[src/rtl/beta_pkg.sv]
// Shared types for the Beta pipeline hazard/bypass controller: bypass selects,
// scoreboard entry layout and the hard-wired zero register.
package beta_pkg;

   typedef enum logic [1:0] {
      BYP_RF  = 2'd0,
      BYP_EX  = 2'd1,
      BYP_MEM = 2'd2,
      BYP_WB  = 2'd3
   } byp_sel_t;

   typedef struct packed {
      logic       valid;
      logic       we;
      logic [4:0] rc;
      logic       is_load;
   } sb_entry_t;

   localparam logic [4:0] REG_ZERO = 5'd31;

   // R31 reads as zero, so a write to it never produces a dependency.
   function automatic logic writes_reg(input sb_entry_t e, input logic [4:0] r);
      return e.valid & e.we & (e.rc == r) & (r != REG_ZERO);
   endfunction

endpackage

[src/rtl/hazard_cmp.sv]
// One source operand against the EX/MEM/WB scoreboard: bypass select plus hazard flag.
// PIPE_CTRL_BYPASS_EN enables bypassing; without it any in-flight writer is a hazard.
module hazard_cmp
   import beta_pkg::*;
(
   input  logic [4:0] ra_i,
   input  logic       use_i,
   input  sb_entry_t  ex_i,
   input  sb_entry_t  mem_i,
   input  sb_entry_t  wb_i,
   output byp_sel_t   byp_sel_o,
   output logic       hz_o
);

   logic hit_ex, hit_mem, hit_wb;

   assign hit_ex  = use_i & writes_reg(ex_i, ra_i);
   assign hit_mem = use_i & writes_reg(mem_i, ra_i);
   assign hit_wb  = use_i & writes_reg(wb_i, ra_i);

`ifdef PIPE_CTRL_BYPASS_EN
   // A load in WB already has its data on the writeback bus.
   logic unused_wb_ld;
   assign unused_wb_ld = wb_i.is_load;

   always_comb begin
      byp_sel_o = BYP_RF;
      hz_o      = 1'b0;
      if (hit_ex) begin
         byp_sel_o = BYP_EX;
         hz_o      = ex_i.is_load;
      end else if (hit_mem) begin
         byp_sel_o = BYP_MEM;
         hz_o      = mem_i.is_load;
      end else if (hit_wb) begin
         byp_sel_o = BYP_WB;
      end
   end
`else
   logic unused_ld;
   assign unused_ld = ex_i.is_load ^ mem_i.is_load ^ wb_i.is_load;

   assign byp_sel_o = BYP_RF;
   assign hz_o      = hit_ex | hit_mem | hit_wb;
`endif

endmodule

[src/rtl/pipe_ctrl.sv]
// Beta 5-stage hazard/bypass controller: registered EX/MEM/WB scoreboard, combinational
// selects, load-use interlock, bubble and annul; bypassing enabled by PIPE_CTRL_BYPASS_EN.
module pipe_ctrl
   import beta_pkg::*;
#(
   parameter int STALL_CNT_W = 16
) (
   input  logic                   clk,
   input  logic                   rst,
   input  logic                   dec_valid,
   input  logic [4:0]             dec_ra1,
   input  logic [4:0]             dec_ra2,
   input  logic                   dec_use_ra1,
   input  logic                   dec_use_ra2,
   input  logic [4:0]             dec_rc,
   input  logic                   dec_we,
   input  logic                   dec_is_load,
   input  logic                   dec_br_taken,
   input  logic                   ext_stall,
   output logic                   stall_f,
   output logic                   annul_f,
   output logic                   bubble_ex,
   output logic [1:0]             byp_sel_a,
   output logic [1:0]             byp_sel_b,
   output logic [STALL_CNT_W-1:0] stall_cnt
);

   sb_entry_t              ex_q, mem_q, wb_q;
   sb_entry_t              ex_d, mem_d, wb_d;
   logic [STALL_CNT_W-1:0] cnt_q, cnt_d;
   byp_sel_t               sel_a, sel_b;
   logic                   hz_a, hz_b, hz;

   hazard_cmp u_cmp_a (
      .ra_i      (dec_ra1),
      .use_i     (dec_use_ra1),
      .ex_i      (ex_q),
      .mem_i     (mem_q),
      .wb_i      (wb_q),
      .byp_sel_o (sel_a),
      .hz_o      (hz_a)
   );

   hazard_cmp u_cmp_b (
      .ra_i      (dec_ra2),
      .use_i     (dec_use_ra2),
      .ex_i      (ex_q),
      .mem_i     (mem_q),
      .wb_i      (wb_q),
      .byp_sel_o (sel_b),
      .hz_o      (hz_b)
   );

   assign hz        = hz_a | hz_b;
   assign stall_f   = ext_stall | (dec_valid & hz);
   assign bubble_ex = dec_valid & hz & ~ext_stall;
   // A stalled branch may still be reading stale operands, so never annul under stall.
   assign annul_f   = dec_valid & dec_br_taken & ~stall_f;
   assign byp_sel_a = sel_a;
   assign byp_sel_b = sel_b;
   assign stall_cnt = cnt_q;

   always_comb begin
      ex_d  = ex_q;
      mem_d = mem_q;
      wb_d  = wb_q;
      cnt_d = cnt_q;
      if (!ext_stall) begin
         wb_d  = mem_q;
         mem_d = ex_q;
         if (hz) begin
            ex_d = '0;
         end else begin
            ex_d.valid   = dec_valid;
            ex_d.we      = dec_we;
            ex_d.rc      = dec_rc;
            ex_d.is_load = dec_is_load;
         end
      end
      if (bubble_ex && (cnt_q != '1)) begin
         cnt_d = cnt_q + 1'b1;
      end
   end

   always_ff @(posedge clk or posedge rst) begin
      if (rst) begin
         ex_q  <= '0;
         mem_q <= '0;
         wb_q  <= '0;
         cnt_q <= '0;
      end else begin
         ex_q  <= ex_d;
         mem_q <= mem_d;
         wb_q  <= wb_d;
         cnt_q <= cnt_d;
      end
   end

endmodule

[config.mk]
export PLATFORM = sky130hd
export DESIGN_NAME = pipe_ctrl
export DESIGN_NICKNAME = d
export VERILOG_FILES = /design/src/rtl/beta_pkg.sv /design/src/rtl/hazard_cmp.sv /design/src/rtl/pipe_ctrl.sv
export SDC_FILE = /design/constraint.sdc
export NUM_CORES = 1
export LEC_CHECK = 0
export CAP_MARGIN = 20
export CORE_MARGIN = 3
export CORE_UTILIZATION = 45
export CTS_CLUSTER_SIZE = 24
export DETAILED_ROUTE_END_ITERATION = 16
export GPL_TIMING_DRIVEN = 0
export PLACE_DENSITY = 0.75
export SLEW_MARGIN = 20
export SYNTH_ARGS = -nofsm -noshare
export SYNTH_HDL_FRONTEND = slang
export SYNTH_SLANG_ARGS = --single-unit
[constraint.sdc]
create_clock -name clk -period 2.1 [get_ports clk]
set_clock_uncertainty 0.15 [all_clocks]
set_input_delay 0.42 -clock clk [delete_from_list [all_inputs] [get_ports clk]]
set_output_delay 0.42 -clock clk [all_outputs]
set_load 0.01 [all_outputs]
## Yosys cells after proc, flatten, opt, wreduce, memory -nomap -nowiden

Index checks and enable logic that the tools add are counted.

| word-level totals | value |
|---|---|
| output and inout bits | 23 |
| logic and storage cells | 55 |
| bits of input ports | 24 |
| bits in registers | 37 |

| cells by class | value |
|---|---|
| $add $sub $neg | 1 |
| multiplexer cells | 1 |
| eq/ne operators | 9 |
| reduce and logical (&&, ||, !) cells | 1 |
| bitwise logic cells | 33 |

Operators with widths:

| cell | count |
|---|---|
| 5-bit equality test | 6 |
| 1-bit bitwise AND | 25 |
| 16-bit by 1-bit adder with 16-bit output, second input constant | 1 |
| 16-bit != test, second input constant | 1 |
| 5-bit != test, second input constant | 2 |
| 8-bit 2-to-1 mux | 1 |
| 1-bit OR | 6 |
| 1-bit inverter | 2 |
| 1-bit logical AND | 1 |

## Logic depth before layout (Yosys ltp)

| depth | value |
|---|---|
| depth in word-level cells | 11 |
| gate-level depth with buffers | 7 |
| gate-level depth less buffers | 6 |

## By module

Synthesis repeated with hierarchy kept, for this count alone.

| second synthesis, totals | value |
|---|---|
| cells, all modules | 205 |
| area, all modules | 2,193.4 um2 |

Modules (own cells, without submodules):

| module | seq. area each (um2) | times used | area an instance (um2) | cells each |
|---|---|---|---|---|
| pipe_ctrl | 1,001.0 | 1 | 1,765.4 | 147 |
| hazard_cmp | 0.0 | 2 | 214.0 | 29 |

## Least setup slack after synthesis

No wires, ideal clock.

| path | value |
|---|---|
| path type | reg2out |
| start | register ex_q[3] (netlist name) |
| end | output port annul_f |
| data required time | 1,530 ps |
| arrival time | 1,665 ps |
| stages on the path, launching flop included | 7 |
| slack | -135 ps |
| buffers on the path | 0 |
| path through | dfrtp_1 xor2_1 nor4_1 nand4_1 a31oi_4 nor2_1 and3_1 |

| between the ends | value |
|---|---|
| longest elaborated chain between the ends | 11 |
| elaborated cells between the ends (all ways) | 17 |
| classes of those cells | 2 x eq/ne; 15 x bitwise |

Ends and longest elaborated chain:

| what | line | text |
|---|---|---|
| start, declared | pipe_ctrl.sv:28 | `sb_entry_t ex_q, mem_q, wb_q;` |
| start signal, assigned | pipe_ctrl.sv:87 | `ex_q <= '0;` |
| start signal, assigned | pipe_ctrl.sv:92 | `ex_q <= ex_d;` |
| 5-bit equality test | beta_pkg.sv:23 | `return e.valid & e.we & (e.rc == r) & (r != REG_ZERO);` |
| 1-bit bitwise AND (2 in series) | beta_pkg.sv:23 |  |
| 1-bit bitwise AND | hazard_cmp.sv:17 | `assign hit_ex = use_i & writes_reg(ex_i, ra_i);` |
| 1-bit OR (2 in series) | hazard_cmp.sv:44 | `assign hz_o = hit_ex \| hit_mem \| hit_wb;` |
| 1-bit OR (*) | pipe_ctrl.sv:54 | `assign hz = hz_a \| hz_b;` |
| 1-bit bitwise AND (*) | pipe_ctrl.sv:55 | `assign stall_f = ext_stall \| (dec_valid & hz);` |
| 1-bit OR (*) | pipe_ctrl.sv:55 |  |
| 1-bit inverter (*) | pipe_ctrl.sv:58 | `assign annul_f = dec_valid & dec_br_taken & ~stall_f;` |
| 1-bit bitwise AND (*) | pipe_ctrl.sv:58 |  |
| end, declared | pipe_ctrl.sv:21 | `output logic annul_f,` |

Every way passes the cells marked *; elsewhere a longest branch is shown, timed or not.

## Final worst setup path

| path | value |
|---|---|
| start | input port dec_ra1[1] |
| end | output port annul_f |

| between the ends | value |
|---|---|
| longest elaborated chain between the ends | 11 |
| elaborated cells between the ends (all ways) | 20 |
| classes of those cells | 4 x eq/ne; 16 x bitwise |

Ends and longest elaborated chain:

| what | line | text |
|---|---|---|
| start, declared | pipe_ctrl.sv:11 | `input logic [4:0] dec_ra1,` |
| 5-bit equality test | beta_pkg.sv:23 |  |
| 1-bit bitwise AND (2 in series) | beta_pkg.sv:23 |  |
| 1-bit bitwise AND, on equally long branches | hazard_cmp.sv:17, hazard_cmp.sv:18 |  |
| 1-bit OR | hazard_cmp.sv:44 |  |
| 1-bit OR (*) | hazard_cmp.sv:44 |  |
| 1-bit OR (*) | pipe_ctrl.sv:54 |  |
| 1-bit bitwise AND (*) | pipe_ctrl.sv:55 |  |
| 1-bit OR (*) | pipe_ctrl.sv:55 |  |
| 1-bit inverter (*) | pipe_ctrl.sv:58 |  |
| 1-bit bitwise AND (*) | pipe_ctrl.sv:58 |  |

Marked as above.

==> summary.md <==
| Metric | Value |
|---|---|
| Placed cell count | 285 |
| DR WL/cell | 16.02 um |
| Status | finished, violations left |
| Violated checks | negative setup slack |
| GRT Overall Usage | 19.54% |
| Setup TNS | -5.105 ns |
| Sequential fraction of the synthesis area | 43.97% |
| IR Drop Worst-Case VDD | 0.3942 mV |
| Die H | 74.41 um |
| Worst Setup Slack, final | -0.5185 ns |
| Hold EP | stall_cnt[9] |
| Slowest cell on crit path | nor4_2 |
| Detailed placement HPWL | 3467 um |
| Worst path cell trace | clkdlybuf4s15_1 -> xor2_1 -> nor4_2 -> nand4_1 -> a31oi_4 -> nor2_4 -> and3_4 -> buf_6 |
| HP Class | flip-flop to flip-flop |
| Fmax | 381.9 MHz |
| Cell variety after synth | 30 |
| Hold Startpoint | stall_cnt[9] |
| Drc violations | 0 |
| Max Root-Sink Buffers | 2 |
| I/O Buffers | 41 |
| Fin area | 2848 um^2 |
| DR vias | 1671 |
| Clock latency at the later pin of the worst-skew pair | 0.29 ns |
| GR Overflow Total | 0 |
| Core Footprint | 4444 um^2 |
| First-pass GRT wire length | 8142 um |
| Final count of pins violating max slew | 0 |
| WP data arrival | 2.05 ns |
| Yosys reg bits | 37 |
| TritonCTS buffer count | 5 |
| Initial DRC Count | 113 |
| Commonest non-fill, non-tap cell in the layout | dfrtp_1 |
| Synthesized cell area | 2106 um^2 |
| Largest net degree at the start of global routing | 38 |
| Crit path required time | 1.53 ns |
| Most frequent cells in the layout | dfrtp_1 (35), clkdlybuf4s50_1 (28), xor2_1 (24) |
| Critical R2R Launch | mem_q[2] |
| Hold Vio Cnt, Final | 0 |
| Via-per-instance ratio | 5.425 |
| Worst reg2reg endpoint | stall_cnt[4] |
| Syn Inst Count | 189 |
| Fill cells | 373 |
| Initial antenna violation count | 0 |
| Nets | 281 |
| Worst-path clk slew | 0.07 ns |
| Leak | 0.001231 uW |
| Layout cells sized above 1 | 24.61% |
| Final setup fails | 21 |
| Synthesis Warnings | 0 |
| Root Driver | clkbuf_8 |
| Max-slew headroom | 49.72% |
| Final min period | 2.619 ns |
| Critical Path End Type | output pin |
| Synthesized area per cell | 11.14 um^2 |
| Startpoint types | input port |
| Die width | 74.41 um |
| Final period util | 124.7% |
| Layout area overhead | 35.23% |
| CTS tree | yes |
| CTS sink cnt | 37 |
| Drt pass-1 iters | 4 |
| Register-to-register setup slack | -0.27 ns |
| Die area | 5536 um^2 |
| Post-CTS Hold Buffers | 0 |
| Crit Path Class | input port to output pin |
| Unrepaired setup endpoints after global routing | true |
| Placer Congestion | 0.8147 |
| WHS Path Cells | 1 |
| Vias in the first global route | 1594 |
| I/O pin total | 47 |
| Max-Cap Viols | 0 |
| Drt total wl | 4933 um |
| Slew @ Worst Pin | 0.7531 ns |
| Fin cells | 308 |
| Pwr dens | 609.8 nW/um^2 |
| Ant diodes | 0 |
| ANT nets after route | 0 |
| Slowest stage delay, CP | 0.30 ns |
| Cell Area, Placed | 2608 um^2 |
| Worst Reg-to-Reg Cells | 9 |
| Pre-CTS setup slack | -1.331 ns |
| Critical-path maximum fanout | 4 |
| CTS H-tree lvls | 2 |
| Starting Density | 47.38% |
| FP Rows | 24 |
-- cell type report --
type / count / area, um^2 / share of cell area (%)
Multi-Input combinational cell: 144 / 1172 / 41.17
Sequential cell: 37 / 928.4 / 32.60
Timing Repair Buffer: 57 / 521.8 / 18.32
Clock buffer: 7 / 86.33 / 3.032
Buffer: 10 / 70.07 / 2.460
Tap cell: 52 / 65.06 / 2.285
Inverter: 1 / 3.754 / 0.1318
-- layer usage --
layer	part of all wire [%]	GRT usage [%]	wire [um]	up-vias
met5	0	0	0	-
met4	1.4	5.929	69	0
met3	5.1	4.459	254	5
met2	45	28.10	2236	53
met1	48	29.20	2373	802
li1	-	-	-	811
-- critical path: cells and delay by family --
family                    cells  cell delay, ns
and+or+nand+nor               4            0.75
buffers and inverters         2            0.37
AOI/OAI and AO/OA             1            0.30
xor gates and xnor gates      1            0.21
-- metrics by stage --
stage | hold slack, ns | total power [uW] | utilization [%]
4_1_cts | 0.3528 | 1734 | 62.95
3_3_place_gp | 0.3327 | 1198 | 58.67
5_1_grt | 0.3640 | 1817 | 64.08
2_1_floorplan | 0.3521 | 1068 | -
6_report | 0.3440 | 1736 | 64.08
3_5_place_dp | 0.3371 | 1209 | 58.67
-- power by group --
group,switching [uW],internal (uW),total [uW]
registers,93.5,783,876
clock network,248,261,509
logic,150,201,351
total,492,1240,1740
-- how the worst max path moves through the flow --
stage,startpoint,depth (start not counted),to,slack [ns]
finish,dec_ra1[1],8,annul_f,-0.52
global route,mem_q[2],7,annul_f,-0.60
CTS,wb_q[5],7,annul_f,-0.48
detailed placement,dec_ra1[1],8,bubble_ex,-1.33
global placement,dec_ra1[1],8,stall_f,-1.34
floorplan,dec_ra1[0],6,stall_f,-0.03
-- timing repair --
item / CTS / global route
gates cloned: 1 / 1
buffers inserted: 11 / 5
pin swaps: 18 / 5
endpoints found under the hold margin: 0 / 0
endpoints found under the setup margin: 26 / 26
gates resized for setup: 39 / 3
-- flip-flops by register name (all words and copies together), names as in the netlist --
name,count
stall_cnt,16
ex_q,7
mem_q,7
wb_q,7
-- cell families after synthesis --
| family | share of synthesized area [%] |
|---|---|
| mux | 8.021 |
| buf+inv | 3.268 |
| simple gates | 13.73 |
| flops | 43.97 |
| compound gates | 11.53 |
| xor+xnor | 18.72 |
| fa+ha+maj | 0.5941 |
| other cells | 0.1781 |
-- synthesized netlist by cell type --
| cell | instances | area, um^2 |
|---|---|---|
| a21oi_1 | 1 | 5.000 |
| a22o_1 | 7 | 61.31 |
| a31oi_4 | 2 | 42.54 |
| and2_1 | 2 | 12.51 |
| and3_1 | 10 | 62.56 |
| and4_1 | 1 | 8.760 |
| buf_2 | 1 | 5.000 |
| buf_4 | 5 | 37.54 |
| buf_6 | 1 | 11.26 |
| clkbuf_1 | 3 | 11.26 |
| conb_1 | 1 | 3.750 |
| dfrtp_1 | 37 | 925.9 |
| ha_1 | 1 | 12.51 |
| inv_1 | 1 | 3.750 |
| mux2_2 | 15 | 168.9 |
| nand2_1 | 5 | 18.77 |
| nand2b_1 | 2 | 12.51 |
| nand3_1 | 4 | 20.02 |
| nand4_1 | 7 | 43.79 |
| nor2_1 | 5 | 18.77 |
| nor2b_1 | 7 | 43.79 |
| nor3_1 | 2 | 10.01 |
| nor4_1 | 6 | 37.54 |
| o2111ai_1 | 4 | 35.03 |
| o211ai_1 | 9 | 67.56 |
| o21ai_0 | 3 | 15.01 |
| o21ai_2 | 1 | 8.760 |
| o21bai_1 | 1 | 7.510 |
| xnor2_1 | 21 | 183.9 |
| xor2_1 | 24 | 210.2 |
No activity file was read; power rests on OpenSTA's default activity.
